===== src/rtl/stat_scheduler.sv =====
// ---------------------------------------------------------------------------
// stat_scheduler
//
// Timebase and update scheduler for the pet's three need counters (energy,
// hunger, entertainment). Owns the stat registers, generates the 1 ms tick,
// runs one decay/recovery period timer per stat, and arbitrates simultaneous
// timer events, feed presses and test-preset writes.
//
// Ports
//   clk            in   system clock
//   rst            in   synchronous reset, active-high
//   state[3:0]     in   pet FSM state code (8 DEATH, 9 TEST, 3 SLEEP, 6 PLAYING)
//   feed_btn       in   debounced feed button level
//   preset_load    in   one-cycle strobe: load test preset selected by preset_sel
//   preset_sel[3:0]in   preset index (1..9 valid, others ignored)
//   tick_ms        out  one-cycle pulse per ms tick
//   energy[2:0]    out  energy stat
//   hunger[2:0]    out  hunger stat
//   entertainment[2:0] out entertainment stat
//   any_zero       out  high while any stat is zero (combinational)
//
// Configuration macro
//   STAT_SCHED_FAST_EN  when defined, the prescaler is removed and tick_ms is
//                       tied high so the period timers advance every clock.
// ---------------------------------------------------------------------------
module stat_scheduler #(
  parameter int CLK_DIV   = 50000,
  parameter int ENER_MS   = 40000,
  parameter int FEED_MS   = 10000,
  parameter int ENTERT_MS = 20000,
  parameter int STAT_MAX  = 5
) (
  input  logic       clk,
  input  logic       rst,
  input  logic [3:0] state,
  input  logic       feed_btn,
  input  logic       preset_load,
  input  logic [3:0] preset_sel,
  output logic       tick_ms,
  output logic [2:0] energy,
  output logic [2:0] hunger,
  output logic [2:0] entertainment,
  output logic       any_zero
);

  typedef enum logic [3:0] {
    ST_IDLE    = 4'd0,
    ST_NEUTRAL = 4'd1,
    ST_TIRED   = 4'd2,
    ST_SLEEP   = 4'd3,
    ST_HUNGRY  = 4'd4,
    ST_SAD     = 4'd5,
    ST_PLAYING = 4'd6,
    ST_BORED   = 4'd7,
    ST_DEATH   = 4'd8,
    ST_TEST    = 4'd9
  } state_e;

  localparam logic [2:0] SMAX = 3'(STAT_MAX);

  localparam int EW = $clog2(ENER_MS + 1);
  localparam int HW = $clog2(FEED_MS + 1);
  localparam int NW = $clog2(ENTERT_MS + 1);
  localparam logic [EW-1:0] E_LAST = EW'(ENER_MS - 1);
  localparam logic [HW-1:0] H_LAST = HW'(FEED_MS - 1);
  localparam logic [NW-1:0] N_LAST = NW'(ENTERT_MS - 1);

  function automatic logic [2:0] sat_inc(input logic [2:0] v);
    return (v >= SMAX) ? SMAX : v + 3'd1;
  endfunction

  function automatic logic [2:0] sat_dec(input logic [2:0] v);
    return (v == 3'd0) ? 3'd0 : v - 3'd1;
  endfunction

  // ---------------------------------------------------------------- tick --
`ifdef STAT_SCHED_FAST_EN
  assign tick_ms = 1'b1;
`else
  localparam int PW = $clog2(CLK_DIV);
  localparam logic [PW-1:0] PRE_LAST = PW'(CLK_DIV - 1);

  logic [PW-1:0] pre_cnt;

  // NOTE: sequential state is always assigned with <= so every register
  // samples the pre-edge values of the others; = here would create ordering races.
  always_ff @(posedge clk) begin
    if (rst) begin
      pre_cnt <= '0;
      tick_ms <= 1'b0;
    end else if (pre_cnt == PRE_LAST) begin
      pre_cnt <= '0;
      tick_ms <= 1'b1;
    end else begin
      pre_cnt <= pre_cnt + 1'b1;
      tick_ms <= 1'b0;
    end
  end
`endif

  // -------------------------------------------------------- preset decode --
  logic       preset_ok;
  logic       preset_hit;
  logic [2:0] p_e, p_h, p_n;

  // NOTE: every output of this block gets a default before the case, so
  // unlisted preset_sel values cannot infer latches.
  always_comb begin
    preset_ok       = 1'b1;
    {p_e, p_h, p_n} = {3'd0, 3'd0, 3'd0};
    case (preset_sel)
      4'd1:    {p_e, p_h, p_n} = {3'd5, 3'd5, 3'd5};
      4'd2:    {p_e, p_h, p_n} = {3'd4, 3'd4, 3'd4};
      4'd3:    {p_e, p_h, p_n} = {3'd2, 3'd5, 3'd5};
      4'd4:    {p_e, p_h, p_n} = {3'd2, 3'd5, 3'd5};
      4'd5:    {p_e, p_h, p_n} = {3'd5, 3'd2, 3'd5};
      4'd6:    {p_e, p_h, p_n} = {3'd2, 3'd2, 3'd5};
      4'd7:    {p_e, p_h, p_n} = {3'd5, 3'd5, 3'd2};
      4'd8:    {p_e, p_h, p_n} = {3'd5, 3'd5, 3'd2};
      4'd9:    {p_e, p_h, p_n} = {3'd0, 3'd0, 3'd0};
      default: preset_ok = 1'b0;
    endcase
  end

  assign preset_hit = preset_load && preset_ok;

  // -------------------------------------------------------- period timers --
  logic [EW-1:0] e_cnt;
  logic [HW-1:0] h_cnt;
  logic [NW-1:0] n_cnt;

  // TEST freezes the timers; DEATH lets them run but blocks stat writes.
  logic timer_run, upd_en;
  assign timer_run = (state != ST_TEST);
  assign upd_en    = (state != ST_TEST) && (state != ST_DEATH);

  // Events are one-cycle strobes during the tick cycle in which the counter
  // sits at PERIOD-1; the counter wraps on that same tick.
  logic ev_e, ev_h, ev_n;
  assign ev_e = timer_run && tick_ms && (e_cnt == E_LAST);
  assign ev_h = timer_run && tick_ms && (h_cnt == H_LAST);
  assign ev_n = timer_run && tick_ms && (n_cnt == N_LAST);

  always_ff @(posedge clk) begin
    if (rst || preset_hit) begin
      e_cnt <= '0;
      h_cnt <= '0;
      n_cnt <= '0;
    end else if (timer_run && tick_ms) begin
      e_cnt <= ev_e ? '0 : e_cnt + 1'b1;
      h_cnt <= ev_h ? '0 : h_cnt + 1'b1;
      n_cnt <= ev_n ? '0 : n_cnt + 1'b1;
    end
  end

  // ---------------------------------------------------------------- stats --
  logic feed_q;
  logic feed_rise;
  assign feed_rise = feed_btn && !feed_q;

  always_ff @(posedge clk) begin
    if (rst) begin
      feed_q        <= 1'b0;
      energy        <= SMAX;
      hunger        <= SMAX;
      entertainment <= SMAX;
    end else begin
      feed_q <= feed_btn;
      if (preset_hit) begin
        energy        <= p_e;
        hunger        <= p_h;
        entertainment <= p_n;
      end else if (upd_en) begin
        if (ev_e)
          energy <= (state == ST_SLEEP) ? sat_inc(energy) : sat_dec(energy);
        // A feed press coinciding with a decay event cancels out.
        if (ev_h && !feed_rise)
          hunger <= sat_dec(hunger);
        else if (feed_rise && !ev_h)
          hunger <= sat_inc(hunger);
        if (ev_n)
          entertainment <= (state == ST_PLAYING) ? sat_inc(entertainment)
                                                 : sat_dec(entertainment);
      end
    end
  end

  assign any_zero = (energy == 3'd0) || (hunger == 3'd0) || (entertainment == 3'd0);

endmodule

===== config.mk =====
export PLATFORM = sky130hd
export DESIGN_NAME = stat_scheduler
export DESIGN_NICKNAME = d
export VERILOG_FILES = /design/src/rtl/stat_scheduler.sv
export SDC_FILE = /design/constraint.sdc
export NUM_CORES = 1
export LEC_CHECK = 0
export ABC_AREA = 1
export BUFFER_PORTS_ARGS = -buffer_cell sky130_fd_sc_hd__buf_2
export CAP_MARGIN = 30
export CORE_AREA = 5 5 94 96
export CTS_CLUSTER_DIAMETER = 40
export DETAILED_ROUTE_END_ITERATION = 16
export DIE_AREA = 0 0 99 101
export PLACE_DENSITY = 0.76
export SLEW_MARGIN = 10
export SYNTH_ARGS = -nofsm -noshare
export SYNTH_HDL_FRONTEND = slang
export SYNTH_SLANG_ARGS = --single-unit
export TNS_END_PERCENT = 5

===== constraint.sdc =====
create_clock -name clk -period 1.7 [get_ports clk]
set_input_delay 0.085 -clock clk [delete_from_list [all_inputs] [get_ports clk]]
set_output_delay 0.085 -clock clk [all_outputs]
set_load 0.02 [all_outputs]

=== Word level (Yosys, flattened, before mapping) ===
Cells that the tools add are included.

* Input bits: 12
* Logic and storage cells: 98
* Register bits after elaboration: 72
* Output and inout bits: 11

* Add/subtract/negate cells: 10
* $lt $le $gt $ge: 3
* Equality and inequality tests: 17
* Muxes and demuxes: 26
* Reduce and logical (&&, ||, !) cells: 33

{| class="wikitable"
|+ Operators by type and width
! kind !! count
|-
| 2-to-1 mux 3 bit || 18
|-
| adder 16 x 1 -> 16 bit (second input constant) || 2
|-
| == test 16 bit (second input constant) || 2
|-
| case mux 3 bit (3 select lines) || 3
|-
| == test 4 x 3 -> 1 bit (second input constant) || 5
|-
| 2-to-1 mux 16 bit || 1
|-
| adder 15 x 1 -> 15 bit (second input constant) || 1
|-
| == test 15 bit (second input constant) || 1
|-
| 2-to-1 mux 15 bit || 1
|-
| adder 14 x 1 -> 14 bit (second input constant) || 1
|-
| == test 14 bit (second input constant) || 1
|-
| 2-to-1 mux 14 bit || 1
|-
| == test 4 x 2 -> 1 bit (second input constant) || 3
|-
| OR reduction 5 bit || 2
|-
| adder 3 x 1 -> 3 bit (second input constant) || 3
|-
| greater-or-equal comparator 3 bit (second input constant) || 3
|-
| logical AND 1 bit || 9
|-
| logical NOT 3 bit || 3
|-
| OR reduction 9 bit || 1
|-
| subtractor 3 x 1 -> 3 bit (second input constant) || 3
|-
| == test 4 bit (second input constant) || 2
|-
| inequality test 4 bit (second input constant) || 2
|-
| AND reduction 2 bit || 3
|-
| nonzero test 2 bit || 3
|-
| other kinds (8) || 15
|}

=== Depth between registers and ports, before layout ===
Gate-level depths: netlist of the first run.

* Word-level depth: 9
* Mapped depth: 12
* Depth with buffers taken out: 12

=== Worst setup path before layout of the first run ===
No wires, ideal clock.

* Path kind: register to register
* Start point: register entertainment[0]
* End point: register entertainment[0]
* Data required time: 1638 ps
* Buffers on the path: 0
* Library setup time: 62 ps
* Arrival time: 1394 ps
* Setup slack: 244 ps
* Cell stages (with the launch flop): 9
* Clock period less this slack: 1456 ps
* Path through: dfxtp_1 inv_1 ha_1 ha_1 inv_1 a21oi_1 a21oi_1 nand3_1 nand3_1

* Longest elaborated chain between the ends: 6
* Elaborated cells between the ends (all ways): 10
* Classes of those cells: add/sub (2); order compare (1); mux (6); reduce/logical (1)

{| class="wikitable"
|+ Ends and longest elaborated chain
! element !! RTL line !! source
|-
| start: declaration || 42 || <nowiki>output logic [2:0] entertainment,</nowiki>
|-
| start signal: assignment || 172 || <nowiki>entertainment <= p_n;</nowiki>
|-
| start signal: assignment || 182 || <nowiki>entertainment <= (state == ST_PLAYING) ? sat_inc(entertainment)</nowiki>
|-
| subtractor 3 x 1 -> 3 bit, or another cell as far along || 73 || <nowiki>return (v == 3'd0) ? 3'd0 : v - 3'd1;</nowiki>
|-
| 2-to-1 mux 3 bit (on tied branches) || 73, 69 ||
|-
| 2-to-1 mux 3 bit * || 182 ||
|-
| 2-to-1 mux 3 bit * || 181 || <nowiki>if (ev_n)</nowiki>
|-
| 2-to-1 mux 3 bit * || 173 || <nowiki>end else if (upd_en) begin</nowiki>
|-
| 2-to-1 mux 3 bit * || 169 || <nowiki>if (preset_hit) begin</nowiki>
|}

Every way passes the cells marked *; elsewhere a longest branch is shown, timed or not. The select of a mux whose other input is x is not followed.
A chain may end at the register's enable or synchronous reset.

=== Worst setup path in the final report of the first run ===
* Start point: register entertainment[0]
* End point: output port any_zero

* Longest elaborated chain between the ends: 2

{| class="wikitable"
|+ Ends and longest elaborated chain
! element !! RTL line !! source
|-
| logical NOT 3 bit || 188 || <nowiki>assign any_zero = (energy == 3'd0) || (hunger == 3'd0) || (entertainment == 3'd0);</nowiki>
|-
| logical OR 1 bit || 188 ||
|-
| end: declaration || 43 || <nowiki>output logic any_zero</nowiki>
|}

No other way between the ends.

==> results of run 1 <==
cell usage after synthesis (all sizes together), types with 3 or more instances:
| cell | number | area share, % |
|---|---|---|
| o211ai | 3 | 0.53 |
| xor2 | 13 | 2.7 |
| ha | 19 | 5.6 |
| xnor2 | 4 | 0.82 |
| nor3 | 27 | 3.9 |
| nand4 | 11 | 1.6 |
| a211oi | 3 | 0.53 |
| inv | 92 | 8.1 |
| o21ai | 24 | 2.9 |
| nor2 | 109 | 11 |
| buf | 6 | 1.0 |
| nand3 | 53 | 6.8 |
| nand2 | 137 | 13 |
| or2 | 3 | 0.44 |
| a31oi | 4 | 0.59 |
| dfxtp | 72 | 34 |
| nor3b | 4 | 0.71 |
| nor4 | 3 | 0.44 |
| a21oi | 31 | 3.7 |
cell families after synthesis:
group | after synthesis | share of synthesized area, %
flops | 72 | 33.8
fa+ha+maj | 19 | 5.58
xor+xnor | 17 | 3.50
simple gates | 349 | 38.5
buf+inv | 100 | 9.34
compound gates | 70 | 9.28
where the power goes:
group          total [mW]  internal (mW)  switching, mW
combinational       0.387          0.143          0.244
sequential           1.75           1.71         0.0339
clock                1.53          0.841          0.689
cell type report:
type | instances | area (um^2)
Multi-Input combinational cell | 455 | 2450
Fill cell | 736 | 3060
Clock inverter | 7 | 103
Inverter | 93 | 350
Sequential cell | 72 | 1460
Tap cell | 105 | 131
Clock buffer | 9 | 124
Timing Repair Buffer | 43 | 288
per-stage QoR:
stage / power (mW) / util, % / cell area, um^2 / cells
after detailed placement: 2.16 / 57.1 / 4550 / 760
after CTS: 3.69 / 60.3 / 4800 / 778
final: 3.66 / 61.6 / 4910 / 784
after floorplan: 2.04 / - / 4260 / 627
after global placement: 2.14 / 57.1 / 4550 / 760
after global routing: 3.83 / 61.6 / 4910 / 784
cell usage in the layout (no fill, tap or decap), types with 18 or more instances in the layout:
| cell type | instances |
|---|---|
| dfxtp_1 | 63 |
| nor2_1 | 94 |
| ha_1 | 18 |
| nor3_1 | 22 |
| buf_2 | 21 |
| nand3_1 | 46 |
| a21oi_1 | 30 |
| nand2_1 | 124 |
| o21ai_0 | 19 |
| inv_1 | 88 |
| buf_4 | 19 |
sequential cells by signal, indices dropped and copies added, names as in the netlist:
name / cells
n_cnt: 15
feed_q: 1
entertainment: 3
pre_cnt: 16
hunger: 3
e_cnt: 16
energy: 3
h_cnt: 14
tick_ms: 1
final timing paths:
kind / to / slack (ps) / depth (start not counted)
hold / removal: hunger[0] / 190 / 5
setup / recovery: any_zero / 70 / 6
setup reg to reg: h_cnt[12] / 110 / 10
hold reg to reg: pre_cnt[0] / 440 / 1
layer usage:
| metal | GRT usage, % | share of wire, % | vias up |
|---|---|---|---|
| met5 | 0 | 0 | - |
| met4 | 7.25 | 2.0 | 0 |
| met3 | 3.88 | 3.4 | 16 |
| met2 | 33.4 | 50 | 71 |
| met1 | 22.1 | 45 | 1840 |
| li1 | - | - | 2104 |
critical path, cell delays in order, from the launching register on:
cell	delay (ps)
dfxtp_4	390
inv_1	80
ha_2	210
ha_1	180
inv_1	90
nand3_2	90
buf_4	160
what timing repair did:
action                                  CTS  global route
gates resized for setup                   5            17
buffers inserted                          0             6
hold buffers                              2             0
endpoints found under the setup margin    1            27
endpoints found under the hold margin     3             0
pin swaps                                 0             2
==> impl_metrics.yaml, run 1 <==
run_status:
  outcome: "finished, final reports clean"
logic_synthesis:
  synth_enable_flop_cells: 0
  syn_inst: 627
  syn_area_um2: 4260
  async_flop_share_pct: 0
  synthDistinctLibCells: 42
  yosysWarnings: 0
  synth_area_per_cell_um2: 6.79
  ys_seq_area_share_pct: 33.8
  syn_nets: 658
  synthFlopType: "dfxtp_1"
  synth.ff_latch_count: 72
cts:
  cts.htree.levels: 3
  cts.sinks: 72
  clockRootBuffer: "clkbuf_8"
  cts_buffer_depth: 2
  cts_tree: "done"
  clk_pin_slew_worst_paths_ps: 80
  clock_latency_ps: 350
  cts-buffers-inserted: 9
global_route:
  grt_overflow: 0
  antenna_found_initial: 0
  grt_start_max_net_pins: 20
  grt_pass1_wl_um: 15700
  grt_pass1_vias: 3817
  grt.total_usage_pct: 18.8
timing:
  setup_slack_ps: 67.0
  slew_violations: 0
  whs_ps: 195
  finalSetupTns_ps: 0
  fmax_ghz: 0.612
  slew_headroom_pct: 62.2
  final.period_utilization_pct: 96.1
  rsz0062_at_grt: "yes"
  setup_viol: 0
  fin_skew_ps: 11.8
  hold_violations: 0
  post-route-min-period_ps: 1630
  worst_pin_slew_ps: 562
drt:
  wl_per_cell_um: 11.5
  dr.pass1.iters: 5
  drt_wl_total_um: 9000
  dr_total_vias: 4031
  ant_nets: 0
  vias_per_cell: 5.14
  first_iter_violations: 195
  drc: 0
power_and_ir_drop:
  p_leak_nw: 2.02
  power_density_nw_per_um2: 746
  peakVddDrop_mv: 0.335
critical_path:
  crit_start: "entertainment[0]"
  crit_path_start_kind: "register"
  worstPathArrival_ps: 1550
  r2r-start: "h_cnt[0]"
  cp.required_ps: 1620
  worstSetupPathType: "register to output pin"
  path_max_fanout: 6
  endpoint_kind: "output pin"
final_layout:
  drive_above_1_share_pct: 17.1
  finalNetCount: 705
  num_antenna_cells: 0
  syn2layout_area_growth_pct: 15.3
floorplan:
  ios: 23
  fp.dieH_um: 101
  die_width_um: 99
  die-area_um2: 10000
  rows: 33
  core-area_um2: 7970
  initial_utilization_pct: 53.4
placement:
  portBuffers: 22
  post-place-ws_ps: 60.7
  dp_hpwl_um: 6860
  place_congestion: 0.859
flow_run:
  cap_violations: 0
min_path:
  worstHoldPathType: "input port to register"
  hp-start: "preset_sel[0]"
Power figures use the tool's default switching activity.
==> run 2, diff against run 1 <==
--- a/config.mk
+++ b/config.mk
@@ -8,10 +8,10 @@
 export ABC_AREA = 1
 export BUFFER_PORTS_ARGS = -buffer_cell sky130_fd_sc_hd__buf_2
 export CAP_MARGIN = 30
-export CORE_AREA = 5 5 94 96
+export CORE_AREA = 5 5 78 116
 export CTS_CLUSTER_DIAMETER = 40
 export DETAILED_ROUTE_END_ITERATION = 16
-export DIE_AREA = 0 0 99 101
+export DIE_AREA = 0 0 83 121
 export PLACE_DENSITY = 0.76
 export SLEW_MARGIN = 10
 export SYNTH_ARGS = -nofsm -noshare
==> run 2 against run 1 <==
  * Clock power is 16% higher
  * Count of clock-buffer cells in the layout is 2 higher
  * Register-to-register slack hardly changed
  * Flip-flop and latch count is the same
  * Critical path type unchanged
  * Largest cell class unchanged
==> impl_metrics.yaml, run 2 (synthesis results as in run 1) <==
timing:
  final.period_utilization_pct: 95.0
  hold_violations: 0
  fin_skew_ps: 5.99
  slew_headroom_pct: 66.3
  fmax_ghz: 0.619
  slew_violations: 0
  worst_pin_slew_ps: 502
  finalSetupTns_ps: 0
  setup_viol: 0
  post-route-min-period_ps: 1610
critical_path:
  cp.required_ps: 1620
  worstPathCellList: "inv_1 > ha_1 > ha_1 > inv_1 > nand3_1 > buf_2"
  endpoint_kind: "output pin"
  worstPathArrival_ps: 1530
  slowest_stage: "dfxtp_1"
  critPathBufInv: 3
  crit_path_start_kind: "register"
  crit_family: "adder cells"
  worstSetupPathType: "register to output pin"
  slowest_delay_ps: 390
  path_max_fanout: 5
final_layout:
  layout_common_cells: "nand2_1, nor2_1, inv_1"
  instances_no_fill: 777
  fillCellCount: 760
  finalNetCount: 698
  reg_top3: "e_cnt x16, pre_cnt x16, n_cnt x15"
  syn2layout_area_growth_pct: 15.2
  final_common_cell: "nand2_1"
  drive_above_1_share_pct: 16.4
  num_antenna_cells: 0
cts:
  clock_latency_ps: 330
  clockRootBuffer: "clkbuf_16"
  cts_tree: "done"
  clk_pin_slew_worst_paths_ps: 50
  cts.htree.levels: 3
  cts_buffer_depth: 2
  cts-buffers-inserted: 9
  cts.sinks: 72
floorplan:
  die_width_um: 83
  die-area_um2: 10000
  fp.dieH_um: 121
  core-area_um2: 7910
  initial_utilization_pct: 53.9
  rows: 40
  ios: 23
placement:
  dp_hpwl_um: 6950
  place_congestion: 0.832
  portBuffers: 22
  dp_cells: 758
flow_run:
  cap_violations: 0
drt:
  dr.pass1.iters: 4
  ant_nets: 0
  vias_per_cell: 5.14
  drc: 0
  drt_wl_total_um: 9060
  wl_per_cell_um: 11.7
  first_iter_violations: 216
  dr_total_vias: 3991
power_and_ir_drop:
  p_switching_mw: 0.984
  combinationalPowerShare_pct: 9.7
  intPower_mw: 2.91
  power_frac_seq_pct: 44.9
  total_power_mw: 3.89
  peakVddDrop_mv: 0.502
  power_density_nw_per_um2: 793
  p_leak_nw: 2.02
  p_sw_share_pct: 25.3
  power_frac_clock_pct: 45.4
global_route:
  grt_overflow: 0
  grt_pass1_vias: 3859
  grt.total_usage_pct: 18.7
  antenna_found_initial: 0
  grt_pass1_wl_um: 15700
  grt_start_max_net_pins: 19
min_path:
  worstHoldPathType: "input port to register"
run_status:
  outcome: "finished, final reports clean"
run 2: path summary, 6_finish.rpt:
path | slack, ps | to | startpoint | cells after the start
worst max-delay path | 90 | any_zero | energy[0] | 6
worst min-delay path | 10 | feed_q | rst | 2
worst max register to register | 100 | pre_cnt[12] | pre_cnt[0] | 10
worst min register to register | 470 | e_cnt[14] | e_cnt[14] | 2
run 2: routing by layer:
| layer | global-route usage (%) | part of all wire, % | routed length [um] | vias up |
|---|---|---|---|---|
| li1 | - | - | - | 2092 |
| met1 | 19.2 | 41 | 3670 | 1832 |
| met2 | 36.7 | 54 | 4940 | 48 |
| met3 | 3.26 | 2.8 | 250 | 19 |
| met4 | 7.67 | 2.2 | 197 | 0 |
| met5 | 0 | 0 | 0 | - |
run 2: power groups by stage:
stage / registers (mW) / clock network [mW] / logic, mW
final: 1.75 / 1.77 / 0.376
after global routing: 1.75 / 1.88 / 0.429
after CTS: 1.75 / 1.81 / 0.378
after detailed placement: 1.78 / 0 / 0.374
after global placement: 1.78 / 0 / 0.361
after floorplan: 1.80 / 0 / 0.239
run 2: repair_timing:
action | CTS | global route
endpoints found under the hold margin | 1 | 0
buffers inserted | 0 | 2
hold buffers | 1 | 0
gates resized for setup | 2 | 21
endpoints found under the setup margin | 1 | 19
pin swaps | 0 | 4
run 2: stage by stage:
step	util (%)	setup slack [ps]	area [um^2]	hold slack, ps
finish	62.1	85.7	4910	14.2
global route	62.1	-11.9	4910	21.9
CTS	61.1	39.5	4830	5.00
detailed placement	57.4	76.7	4540	311
global placement	57.4	129	4540	302
floorplan	-	244	4260	154
run 2: worst register-to-register path, stage by stage (launching register included):
cell	delay (ps)
dfxtp_1	360
ha_1	180
nand2_1	60
inv_1	110
nand3_1	80
nor2_1	180
nand2_2	110
nor2_4	130
nand3_1	90
xor2_1	140
nor2_1	50
run 2: cell type report:
| class | instances | area [um^2] | share of cell area, % |
|---|---|---|---|
| inverter | 93 | 350 | 7.14 |
| multi-input combinational | 455 | 2470 | 50.3 |
| timing repair buffer | 36 | 218 | 4.44 |
| clock inverter | 5 | 31.3 | 0.637 |
| tap | 105 | 131 | 2.68 |
| clock buffer | 11 | 253 | 5.15 |
| sequential | 72 | 1460 | 29.7 |
==> run 3, diff against run 2 <==
--- a/config.mk
+++ b/config.mk
@@ -8,11 +8,13 @@
 export ABC_AREA = 1
 export BUFFER_PORTS_ARGS = -buffer_cell sky130_fd_sc_hd__buf_2
 export CAP_MARGIN = 30
-export CORE_AREA = 5 5 78 116
+export CELL_PAD_IN_SITES_DETAIL_PLACEMENT = 1
+export CELL_PAD_IN_SITES_GLOBAL_PLACEMENT = 2
+export CORE_AREA = 5 5 97 144
 export CTS_CLUSTER_DIAMETER = 40
 export DETAILED_ROUTE_END_ITERATION = 16
-export DIE_AREA = 0 0 83 121
-export PLACE_DENSITY = 0.76
+export DIE_AREA = 0 0 102 149
+export PLACE_DENSITY = 0.82
 export SLEW_MARGIN = 10
 export SYNTH_ARGS = -nofsm -noshare
 export SYNTH_HDL_FRONTEND = slang
==> run 3 against run 2 <==
  * Non-clock buffer count up 19
  * Flip-flop and latch count unchanged
  * Clock skew up 1.1 ps
  * Via count up 4.6%
  * Wire length up 31%
  * First-iteration DRC count down 60%
==> impl_metrics.yaml, run 3 (synthesis results as in run 1) <==
final_layout:
  drive_above_1_share_pct: 20.5
  postLayoutCellArea_um2: 5190
  final_common_cell: "nand2_1"
  finalNetCount: 717
  layout_common_cells: "nand2_1, nor2_1, inv_1"
  num_antenna_cells: 0
  final_util_pct: 41.7
  instances_no_fill: 847
  reg_top3: "e_cnt x16, pre_cnt x16, n_cnt x15"
  syn2layout_area_growth_pct: 21.9
critical_path:
  critPathBufInv: 1
  path_max_fanout: 5
  cp.required_ps: 1920
  crit_path_start_kind: "register"
  worstPathArrival_ps: 1830
  slowest_delay_ps: 430
  worstSetupPathType: "register to register"
  crit_family: "simple AND/OR/NAND/NOR gates"
  cp.depth: 7
  endpoint_kind: "register"
  ff2ff_path_depth: 7
  worstPathCellList: "nand2_1 > nor3_1 > inv_1 > nor2_4 > nand2_1 > nor3_1 > nor3_2"
  slowest_stage: "dfxtp_1"
global_route:
  grt_pass1_vias: 4447
  grt_overflow: 0
  grt_pass1_wl_um: 19800
  grt_start_max_net_pins: 19
  antenna_found_initial: 0
  grt.total_usage_pct: 16.1
drt:
  vias_per_cell: 4.93
  dr.pass1.iters: 4
  wl_per_cell_um: 14.1
  drt_wl_total_um: 11900
  drc: 0
  first_iter_violations: 86
  ant_nets: 0
  dr_total_vias: 4175
placement:
  dpl_cell_area_um2: 4680
  portBuffers: 22
  dp_cells: 818
  place_congestion: 0.803
  dp_hpwl_um: 9220
timing:
  fmax_ghz: 0.623
  fin_skew_ps: 7.13
  hold_violations: 0
  final.period_utilization_pct: 94.4
  rsz0062_at_grt: "yes"
  post-route-min-period_ps: 1600
  slew_headroom_pct: 76.4
  slew_violations: 0
  setup_viol: 0
  worst_pin_slew_ps: 350
  whs_ps: 52.6
floorplan:
  die_width_um: 102
  initial_utilization_pct: 34.2
  ios: 23
  fp.dieH_um: 149
  core-area_um2: 12400
  rows: 50
  die-area_um2: 15200
power_and_ir_drop:
  p_leak_nw: 2.14
  peakVddDrop_mv: 0.399
  power_density_nw_per_um2: 782
  total_power_mw: 4.06
cts:
  cts_tree: "done"
  cts.sinks: 72
  clockRootBuffer: "clkbuf_16"
  cts-buffers-inserted: 9
  clk_pin_slew_worst_paths_ps: 60
  clock_latency_ps: 340
  cts_buffer_depth: 2
  cts.htree.levels: 3
min_path:
  worstHoldPathType: "input port to register"
  min_path_cells: 2
flow_run:
  cap_violations: 0
run_status:
  outcome: "finished, final reports clean"
==> run 3: worst paths after layout <==
check	startpoint	endpoint	slack, ps
setup / recovery	n_cnt[4]	n_cnt[12]	100
hold / removal	rst	feed_q	50
setup reg to reg	n_cnt[4]	n_cnt[12]	100
hold reg to reg	pre_cnt[0]	pre_cnt[0]	440
==> run 3: layer usage <==
layer | vias up | wire (um) | share of wire (%) | global-route usage, %
met2 | 33 | 6880 | 58 | 32.0
met4 | 0 | 156 | 1.3 | 4.73
met5 | - | 0 | 0 | 0
li1 | 2123 | - | - | -
met1 | 2002 | 4660 | 39 | 16.8
met3 | 17 | 206 | 1.7 | 2.62
==> run 3: final cells by class <==
| cell class | instances | area [um^2] |
|---|---|---|
| inverter | 93 | 350 |
| clock buffer | 9 | 225 |
| sequential | 72 | 1460 |
| clock inverter | 7 | 71.3 |
| multi-input combinational | 455 | 2510 |
| tap | 156 | 195 |
| fill | 1604 | 7260 |
| timing repair buffer | 55 | 375 |
==> run 3: timing repair <==
action / CTS / global route
pin swaps: 0 / 11
gates resized for setup: 6 / 34
setup buffers: 0 / 12
hold buffers: 1 / 0
endpoints found under the setup margin: 1 / 15
endpoints found under the hold margin: 1 / 0
==> run 3: where the power goes <==
group / internal (mW) / switching, mW / total, mW
registers: 1.72 / 0.0325 / 1.75
clock network: 1.14 / 0.767 / 1.90
logic: 0.144 / 0.260 / 0.404
total: 3.00 / 1.06 / 4.06
==> run 3: stage by stage <==
step,worst slack (ps),setup TNS (ps)
floorplan,244,0
global placement,94.5,0
detailed placement,41.7,0
CTS,9.43,0
global route,-60.9,-103
finish,95.6,0
